`config.mk`:
```
export PLATFORM = sky130hd
export DESIGN_NAME = wb_data_master_flat
export DESIGN_NICKNAME = d
export VERILOG_FILES = /design/src/rtl/wb_data_master_if.sv /design/src/rtl/wb_data_master.sv /design/src/flat_wrapper.sv
export SDC_FILE = /design/constraint.sdc
export NUM_CORES = 1
export LEC_CHECK = 0
export ABC_AREA = 1
export CAP_MARGIN = 20
export CORE_MARGIN = 10
export CORE_UTILIZATION = 40
export CTS_CLUSTER_DIAMETER = 200
export CTS_CLUSTER_SIZE = 8
export DETAILED_ROUTE_END_ITERATION = 10
export GPL_ROUTABILITY_DRIVEN = 0
export PLACE_DENSITY = 0.78
export SLEW_MARGIN = 40
export SYNTH_ARGS = -nofsm -noshare
export SYNTH_HDL_FRONTEND = slang
export SYNTH_SLANG_ARGS = --single-unit
```
`constraint.sdc`:
```
create_clock -name clk -period 1.9 [get_ports clk]
set_clock_uncertainty 0.2 [all_clocks]
set_input_delay 0.285 -clock clk [delete_from_list [all_inputs] [get_ports clk]]
set_output_delay 0.285 -clock clk [all_outputs]
set_load 0.03 [all_outputs]
```
`src/rtl/wb_data_master_if.sv`:
```
// Data-memory bus bundle between the CPU-side initiator (master) and the memory responder (slave).
// ack_i may be driven combinationally from stb_o by the responder.
interface wb_data_master_if;
  logic [31:0] adr_o;
  logic [31:0] dat_o;
  logic [31:0] dat_i;
  logic        we_o;
  logic        stb_o;
  logic [3:0]  sel_o;
  logic        signext_o;
  logic        ack_i;

  modport master (
    output adr_o, dat_o, we_o, stb_o, sel_o, signext_o,
    input  dat_i, ack_i
  );

  modport slave (
    input  adr_o, dat_o, we_o, stb_o, sel_o, signext_o,
    output dat_i, ack_i
  );
endinterface

```
`src/rtl/wb_data_master.sv`:
```
// Initiator for CPU load/store traffic: one bus cycle per request, read extension, timeout/size errors.
// Define ALIGN_CHECK_EN to reject misaligned half/word accesses without issuing a bus cycle.
module wb_data_master #(
  parameter int TIMEOUT_CYCLES = 255,
  parameter int TW             = 8
) (
  input  logic                    clk,
  input  logic                    rst,
  input  logic                    cpu_req,
  input  logic                    cpu_we,
  input  logic [1:0]              cpu_size,
  input  logic                    cpu_unsigned,
  input  logic [31:0]             cpu_addr,
  input  logic [31:0]             cpu_wdata,
  output logic                    cpu_stall,
  output logic                    cpu_done,
  output logic [31:0]             cpu_rdata,
  output logic                    cpu_err,
  wb_data_master_if.master        bus
);

  typedef enum logic [1:0] {
    IDLE = 2'd0,
    BUSY = 2'd1,
    RESP = 2'd2
  } state_t;

  typedef enum logic [1:0] {
    SZ_BYTE = 2'b00,
    SZ_HALF = 2'b01,
    SZ_WORD = 2'b10,
    SZ_ILL  = 2'b11
  } size_t;

  // A zero TIMEOUT_CYCLES keeps the counter running but never aborts.
  localparam bit            TO_EN   = (TIMEOUT_CYCLES != 0);
  localparam logic [TW-1:0] TO_LAST = TW'((TIMEOUT_CYCLES > 0) ? TIMEOUT_CYCLES - 1 : 0);

  state_t        state_q;
  state_t        state_d;
  size_t         size_q;
  logic [TW-1:0] to_cnt_q;

  logic req_illegal;
  logic req_misaligned;
  logic req_reject;
  logic to_hit;

  function automatic logic [3:0] size_mask(input logic [1:0] sz);
    logic [3:0] m;
    m = 4'b0000;
    case (sz)
      SZ_BYTE: m = 4'b0001;
      SZ_HALF: m = 4'b0011;
      SZ_WORD: m = 4'b1111;
      default: m = 4'b0000;
    endcase
    return m;
  endfunction

  // Unsigned requests zero-fill; signed ones replicate the top bit of the accessed lane.
  function automatic logic [31:0] extend_rdata(input logic [31:0] d, input size_t sz,
                                               input logic uns);
    logic [31:0] r;
    r = d;
    case (sz)
      SZ_BYTE: r = {{24{~uns & d[7]}},  d[7:0]};
      SZ_HALF: r = {{16{~uns & d[15]}}, d[15:0]};
      default: r = d;
    endcase
    return r;
  endfunction

  assign req_illegal = (cpu_size == SZ_ILL);

`ifdef ALIGN_CHECK_EN
  assign req_misaligned = ((cpu_size == SZ_HALF) && cpu_addr[0]) ||
                          ((cpu_size == SZ_WORD) && (cpu_addr[1:0] != 2'b00));
`else
  assign req_misaligned = 1'b0;
`endif

  assign req_reject = req_illegal | req_misaligned;
  assign to_hit     = TO_EN && (to_cnt_q == TO_LAST);
  assign cpu_stall  = cpu_req & ~cpu_done;

  // NOTE: sequential state uses non-blocking assignments so every register samples pre-edge values.
  always_ff @(posedge clk) begin
    if (rst) begin
      state_q <= IDLE;
    end else begin
      state_q <= state_d;
    end
  end

  // NOTE: state_d gets its default before the case so no path leaves it unassigned (no latch).
  always_comb begin
    state_d = state_q;
    case (state_q)
      IDLE: begin
        if (cpu_req) begin
          state_d = req_reject ? RESP : BUSY;
        end
      end
      BUSY: begin
        if (bus.ack_i || to_hit) begin
          state_d = RESP;
        end
      end
      RESP:    state_d = IDLE;
      default: state_d = IDLE;
    endcase
  end

  always_ff @(posedge clk) begin
    if (rst) begin
      bus.stb_o     <= 1'b0;
      bus.we_o      <= 1'b0;
      bus.sel_o     <= 4'b0000;
      bus.adr_o     <= 32'h0;
      bus.dat_o     <= 32'h0;
      bus.signext_o <= 1'b0;
      cpu_done      <= 1'b0;
      cpu_err       <= 1'b0;
      cpu_rdata     <= 32'h0;
      size_q        <= SZ_BYTE;
      to_cnt_q      <= '0;
    end else begin
      cpu_done <= 1'b0;
      case (state_q)
        IDLE: begin
          to_cnt_q <= '0;
          if (cpu_req) begin
            if (req_reject) begin
              cpu_done  <= 1'b1;
              cpu_err   <= 1'b1;
              cpu_rdata <= 32'h0;
            end else begin
              bus.stb_o     <= 1'b1;
              bus.we_o      <= cpu_we;
              bus.sel_o     <= size_mask(cpu_size);
              bus.adr_o     <= cpu_addr;
              bus.dat_o     <= cpu_wdata;
              bus.signext_o <= cpu_unsigned;
              size_q        <= size_t'(cpu_size);
            end
          end
        end
        BUSY: begin
          if (bus.ack_i) begin
            // we_o still holds the request direction at this edge.
            bus.stb_o <= 1'b0;
            bus.we_o  <= 1'b0;
            bus.sel_o <= 4'b0000;
            cpu_done  <= 1'b1;
            cpu_err   <= 1'b0;
            cpu_rdata <= bus.we_o ? 32'h0 : extend_rdata(bus.dat_i, size_q, bus.signext_o);
          end else begin
            to_cnt_q <= to_cnt_q + TW'(1);
            if (to_hit) begin
              bus.stb_o <= 1'b0;
              cpu_done  <= 1'b1;
              cpu_err   <= 1'b1;
              cpu_rdata <= 32'h0;
            end
          end
        end
        RESP: begin
          to_cnt_q <= '0;
        end
        default: begin
          to_cnt_q <= '0;
        end
      endcase
    end
  end

endmodule

```
`src/flat_wrapper.sv`:
```
// flat-port wrapper written by rule: the top's interface ports become plain ports
module wb_data_master_flat 
#(
  parameter int TIMEOUT_CYCLES = 255,
  parameter int TW             = 8
)
  (clk, rst, cpu_req, cpu_we, cpu_size, cpu_unsigned, cpu_addr, cpu_wdata, cpu_stall, cpu_done, cpu_rdata, cpu_err, bus_adr_o, bus_dat_o, bus_we_o, bus_stb_o, bus_sel_o, bus_signext_o, bus_dat_i, bus_ack_i);
  wb_data_master_if bus_i ();
  input  logic clk;
  input  logic rst;
  input  logic cpu_req;
  input  logic cpu_we;
  input  logic [1:0] cpu_size;
  input  logic cpu_unsigned;
  input  logic [31:0] cpu_addr;
  input  logic [31:0] cpu_wdata;
  output logic cpu_stall;
  output logic cpu_done;
  output logic [31:0] cpu_rdata;
  output logic cpu_err;
  output wire logic [$bits(bus_i.adr_o)-1:0] bus_adr_o;
  output wire logic [$bits(bus_i.dat_o)-1:0] bus_dat_o;
  output wire logic [$bits(bus_i.we_o)-1:0] bus_we_o;
  output wire logic [$bits(bus_i.stb_o)-1:0] bus_stb_o;
  output wire logic [$bits(bus_i.sel_o)-1:0] bus_sel_o;
  output wire logic [$bits(bus_i.signext_o)-1:0] bus_signext_o;
  input wire logic [$bits(bus_i.dat_i)-1:0] bus_dat_i;
  input wire logic [$bits(bus_i.ack_i)-1:0] bus_ack_i;
  assign bus_adr_o = bus_i.adr_o;
  assign bus_dat_o = bus_i.dat_o;
  assign bus_we_o = bus_i.we_o;
  assign bus_stb_o = bus_i.stb_o;
  assign bus_sel_o = bus_i.sel_o;
  assign bus_signext_o = bus_i.signext_o;
  assign bus_i.dat_i = bus_dat_i;
  assign bus_i.ack_i = bus_ack_i;
  wb_data_master #(.TIMEOUT_CYCLES(TIMEOUT_CYCLES), .TW(TW)) u_core (.clk(clk), .rst(rst), .cpu_req(cpu_req), .cpu_we(cpu_we), .cpu_size(cpu_size), .cpu_unsigned(cpu_unsigned), .cpu_addr(cpu_addr), .cpu_wdata(cpu_wdata), .cpu_stall(cpu_stall), .cpu_done(cpu_done), .cpu_rdata(cpu_rdata), .cpu_err(cpu_err), .bus(bus_i));
endmodule
```
# Yosys cells after proc, flatten, opt, wreduce, memory -nomap -nowiden
# Index checks and enable logic that the tools add are counted.
# totals
mem_bits_ro,0
latchBits,0
out_inout_bits,106
ramBits,0
memories,0
word_cells,78
regBits,117
# classes
mul,0
bitwise_logic,7
n_addsub,1
n_eq_ne,12
n_div,0
magnitude_cmp,0
reduce_logical,11
mux,35
shift,0
# op_table
operator,count
$mux W32,5
$pmux W32 S2,2
$mux W1,15
$mux W4,3
$pmux W4 S3,1
$reduce_and A4 Y1,3
$add A8 B1 Y8 const B,1
$eq A8 B8 Y1 const B,1
$pmux W1 S2,4
$pmux W4 S2,1
$eq A2 B1 Y1 const B,3
$logic_not A2 Y1,3
$mux W2,3
$ne A2 B2 Y1 const B,3
$eq A2 B2 Y1 const B,2
$ne A2 B1 Y1 const B,2
$not A1 Y1,4
$pmux W2 S2,1
$and A1 B1 Y1,3
$ne A3 B2 Y1 const B,1
$reduce_and A3 Y1,1
$reduce_and A2 Y1,1
$reduce_bool A2 Y1,1
$reduce_or A2 Y1,1
$logic_or A1 B1 Y1,1

# Depth between registers and ports, before layout
# depth
depth_word,6
depth_mapped,9

# Worst setup path after synthesis
# Ideal clock, no wire load.
# synth_path
kind,reg2reg
start,register u_core.bus.signext_o
end,register u_core.cpu_rdata[21]
path_buffers,1
required_time_ns,1.568
arrival_ns,1.170
setup_ns,0.132
stages_incl_launch_ff,7
path_slack_ns,0.398
path_cell_list,dfxtp_1 -> inv_1 -> nand3_2 -> nand3_4 -> buf_4 -> nand3_1 -> a21oi_1
# synth_between
elab_chain_cells,6
elab_cells_between_ends,7
cone_classes,mux: 4; bitwise: 3
# synth_lines
item,line_no,source
"start, declared",wb_data_master_if.sv:14,"output adr_o, dat_o, we_o, stb_o, sel_o, signext_o,"
"start signal, assigned",wb_data_master.sv:144,bus.signext_o <= cpu_unsigned;
$not A1 Y1 *,"wb_data_master.sv:67, wb_data_master.sv:68",
"$and A1 B1 Y1, on equally long branches","wb_data_master.sv:68, wb_data_master.sv:67",
$pmux W32 S2 *,wb_data_master.sv:66,case (sz)
$mux W32 *,wb_data_master.sv:157,"cpu_rdata <= bus.we_o ? 32'h0 : extend_rdata(bus.dat_i, size_q, bus.signext_o);"
$mux W32 *,wb_data_master.sv:150,if (bus.ack_i) begin
$pmux W32 S2 *,wb_data_master.sv:130,case (state_q)
"end signal, assigned",wb_data_master.sv:157,
"end, declared",wb_data_master.sv:17,"output logic [31:0] cpu_rdata,"
# Every way passes the cells marked *; elsewhere a longest branch is shown, timed or not.
# A chain may end at the register's enable or synchronous reset.

# Worst setup path in the final report
# layout_path
start,input port cpu_req
end,output port cpu_stall
# layout_between
elab_chain_cells,1
# layout_lines
item,line_no,source
"start, declared",flat_wrapper.sv:11,input logic cpu_req;
$and A1 B1 Y1,wb_data_master.sv:85,assign cpu_stall = cpu_req & ~cpu_done;
"end, declared",flat_wrapper.sv:17,output logic cpu_stall;
# Every way passes these cells.

==> metrics.md <==
| Metric | Value |
|---|---|
| Status | complete, no violations |
| Grt ovf | 0 |
| Worst hold start | bus_dat_i[6] |
| Peak VDD IR | 533.6 uV |
| Drt pass-1 iters | 4 |
| Hold Vio Cnt, Final | 0 |
| RSZ-0062 raised after global routing | no |
| Total Wirelength | 14950 um |
| Worst r2r dst | u_core.cpu_rdata[25]$_SDFFE_PP0P_ |
| Worst setup SP type | primary input |
| CTS root buf | clkbuf_16 |
| Routed via count | 4612 |
| EDFF count, synth | 0 |
| Most frequent cells after synthesis | nor2_1, dfxtp_1, o21ai_0, nand3_1, a21oi_1 |
| Max cap viols | 0 |
| Synth top area share | 50.99% |
| Async SR Flop Fraction | 0% |
| Hold path depth | 3 |
| Static Leakage | 3.300 nW |
| Initial Util | 41.47% |
| Syn_area_per_cell | 7.839 um^2 |
| Max frequency | 574.0 MHz |
| Postcts setup bufs | 0 |
| Reg clk slew, reported paths | 50 ps |
| # DRC | 0 |
| Die height | 126.7 um |
| CTS Sinks | 116 |
| Arrival time at the worst endpoint | 1260 ps |
| Cell Area, Synth | 4554 um^2 |
| Dominant cell type by area after synthesis | dfxtp_1 |
| Core area | 10980 um^2 |
| CTS tree | done |
| Crit-path max FO | 3 |
| Inserted Clock Buffers | 17 |
| IO Pins | 210 |
| Post-route ant nets | 0 |
| Layout area overhead | 60.03% |
| Antenna violations before repair | 0 |
| Worst Max-Slew Pin Slew | 491.6 ps |
| Die X | 126.7 um |
| Multi-input logic area | 1928 um^2 |
| Slew Viols, Final | 0 |
| CTS H-tree lvls | 4 |
| Hold WS | 251.4 ps |
| WP data required | 1410 ps |
| PwrDens | 980.4 nW/um^2 |
| Period utilization | 91.70% |
| Hold Crit Class | in2reg |
| CP Capture Type | primary output |
| Via density | 4.912 |
| Share of cells above drive strength 1 | 9.762% |
| Final min period | 1742 ps |
| Top_reg_cell synth | dfxtp_1 |
| Setup Viol. Count Final | 0 |
| Synth area leaders | dfxtp_1, nor2_1, o21ai_0, nand3_1, a21oi_1 |
| Drt first-iter violations | 307 |
| Vias in the first global route | 4712 |
| Row count | 38 |
| Final net count | 898 |
| Mapped Nets | 689 |
| Slew headroom | 67.19% |
| Gr usage total | 17.95% |
| Post-detail-place hpwl | 11350 um |
| Cells after Synth | 581 |
| CP Class | in2out |
| Hold EP | u_core.cpu_rdata[6]$_SDFFE_PP0P_ |
| Most frequent cell after synthesis | nor2_1 |
| ANT cells | 0 |
| Flop-to-flop setup slack | 230 ps |
| CTS Hold Bufs | 0 |
| R2R depth | 4 |
| Mean routed wirelength per cell | 15.92 um |
| Flops & latches, synth | 116 |
| Core Util, Final | 66.36% |
| Ys Warns | 0 |
| R2R Path Start | u_core.size_q[1]$_SDFFE_PP0P_ |
| Port Buffer Count | 209 |
| Clk_lat worst skew | 400 ps |
| Die ar. | 16050 um^2 |
| First-pass GRT wire length | 23580 um |
| Register Area | 2322 um^2 |
| Filler cell count | 927 |
| Cell variety after synth | 29 |
| Largest net degree at the start of global routing | 67 |
| Sequential-to-total area share from yosys stat | 50.99% |
| CTS Buffer Depth | 2 |
-- layout make-up --
class	count	share of cell area (%)
clock buffers	23	6.833
clock inverters	5	1.030
inverters	20	1.064
multi-input cells	406	26.45
flip-flops and latches	116	31.86
well taps	140	2.403
repair buffers	229	30.35
-- sequential cells by signal, summed over array words and instances, names as in the netlist --
name	cells
u_core.cpu_err	1
u_core.bus.sel_o	3
u_core.cpu_rdata	32
u_core.cpu_done	1
u_core.size_q	2
u_core.bus.stb_o	1
u_core.to_cnt_q	8
u_core.bus.signext_o	1
u_core.bus.we_o	1
u_core.bus.adr_o	32
u_core.state_q	2
u_core.bus.dat_o	32
-- power by group --
part           leakage (nW)  switching, mW  internal [mW]  total [mW]
Combinational          2.06          0.800          0.561        1.36
Clock                 0.287           1.02           2.06        3.08
Sequential            0.951         0.0958           2.61        2.70
Total                  3.30           1.91           5.23        7.15
-- repair_timing --
action / CTS / global route
gates cloned: 0 / 0
endpoints found under the setup margin: 104 / 1
pin swaps: 0 / 0
gates resized for setup: 104 / 1
-- routing by layer --
layer,vias to the layer above,share of wire (%),global-route usage [%]
met2,202,45,28.71
met4,0,2.0,6.899
met5,-,0,0
met3,22,14,12.29
li1,2312,-,-
met1,2076,38,18.07
-- how the worst max path moves through the flow --
stage,start,to,depth (start not counted)
6_report,cpu_req,cpu_stall,4
4_1_cts,u_core.bus.dat_o[27]$_SDFFE_PP0P_,bus_dat_o[27],1
3_5_place_dp,cpu_size[0],u_core.bus.adr_o[18]$_SDFFE_PP0P_,8
2_1_floorplan,u_core.bus.signext_o$_SDFFE_PP0P_,u_core.cpu_rdata[21]$_SDFFE_PP0P_,6
5_1_grt,u_core.size_q[1]$_SDFFE_PP0P_,u_core.cpu_rdata[21]$_SDFFE_PP0P_,4
3_3_place_gp,cpu_size[0],u_core.size_q[0]$_SDFFE_PP0P_,8
-- stage by stage --
step                      setup slack [ps]  power, mW  cell area (um^2)  std cells  TNS (ps)
final                                157.7      7.146              7288        939         0
after global routing                 79.94      7.439              7288        939         0
after CTS                           0.7565      7.222              7286        939         0
after detailed placement            -77.11      4.238              6843        911     -2897
after global placement              -47.75      4.204              6843        911     -1786
after floorplan                      398.2      3.522              4554        581         0
-- cell usage in the layout (no fill, tap or decap), drive strengths merged --
cell           synthesis  layout
a21oi                 48      48
and3                   1       1
buf                   19      21
bufinv                 0       2
clkbuf                20      23
clkdlybuf4s50          0     103
clkinv                 0       3
dfxtp                116     116
dlygate4sd2            0     104
dlymetal6s2s           0       1
ha                     4       4
inv                   20      20
nand2                 48      48
nand3                 58      58
nand4                  1       1
nor2                 147     147
nor3                   2       2
o21ai                 79      79
o21bai                 1       1
or2                   16      16
xnor2                  1       1
-- cell families after synthesis --
family                   count (synthesis)  share of synthesized area, %
adder cells (fa/ha/maj)                  4                         1.099
buffers and inverters                   59                         6.676
flip-flops                             116                         50.99
AND/OR/NAND/NOR                        273                         26.92
XOR/XNOR                                 1                        0.1923
AO/OA/AOI/OAI                          128                         14.12
-- worst max-delay path, stage by stage --
cell and delay, ps:
clkdlybuf4s50_1 560, inv_1 110, nor2_1 120, buf_4 180
Power figures use the tool's default switching activity.
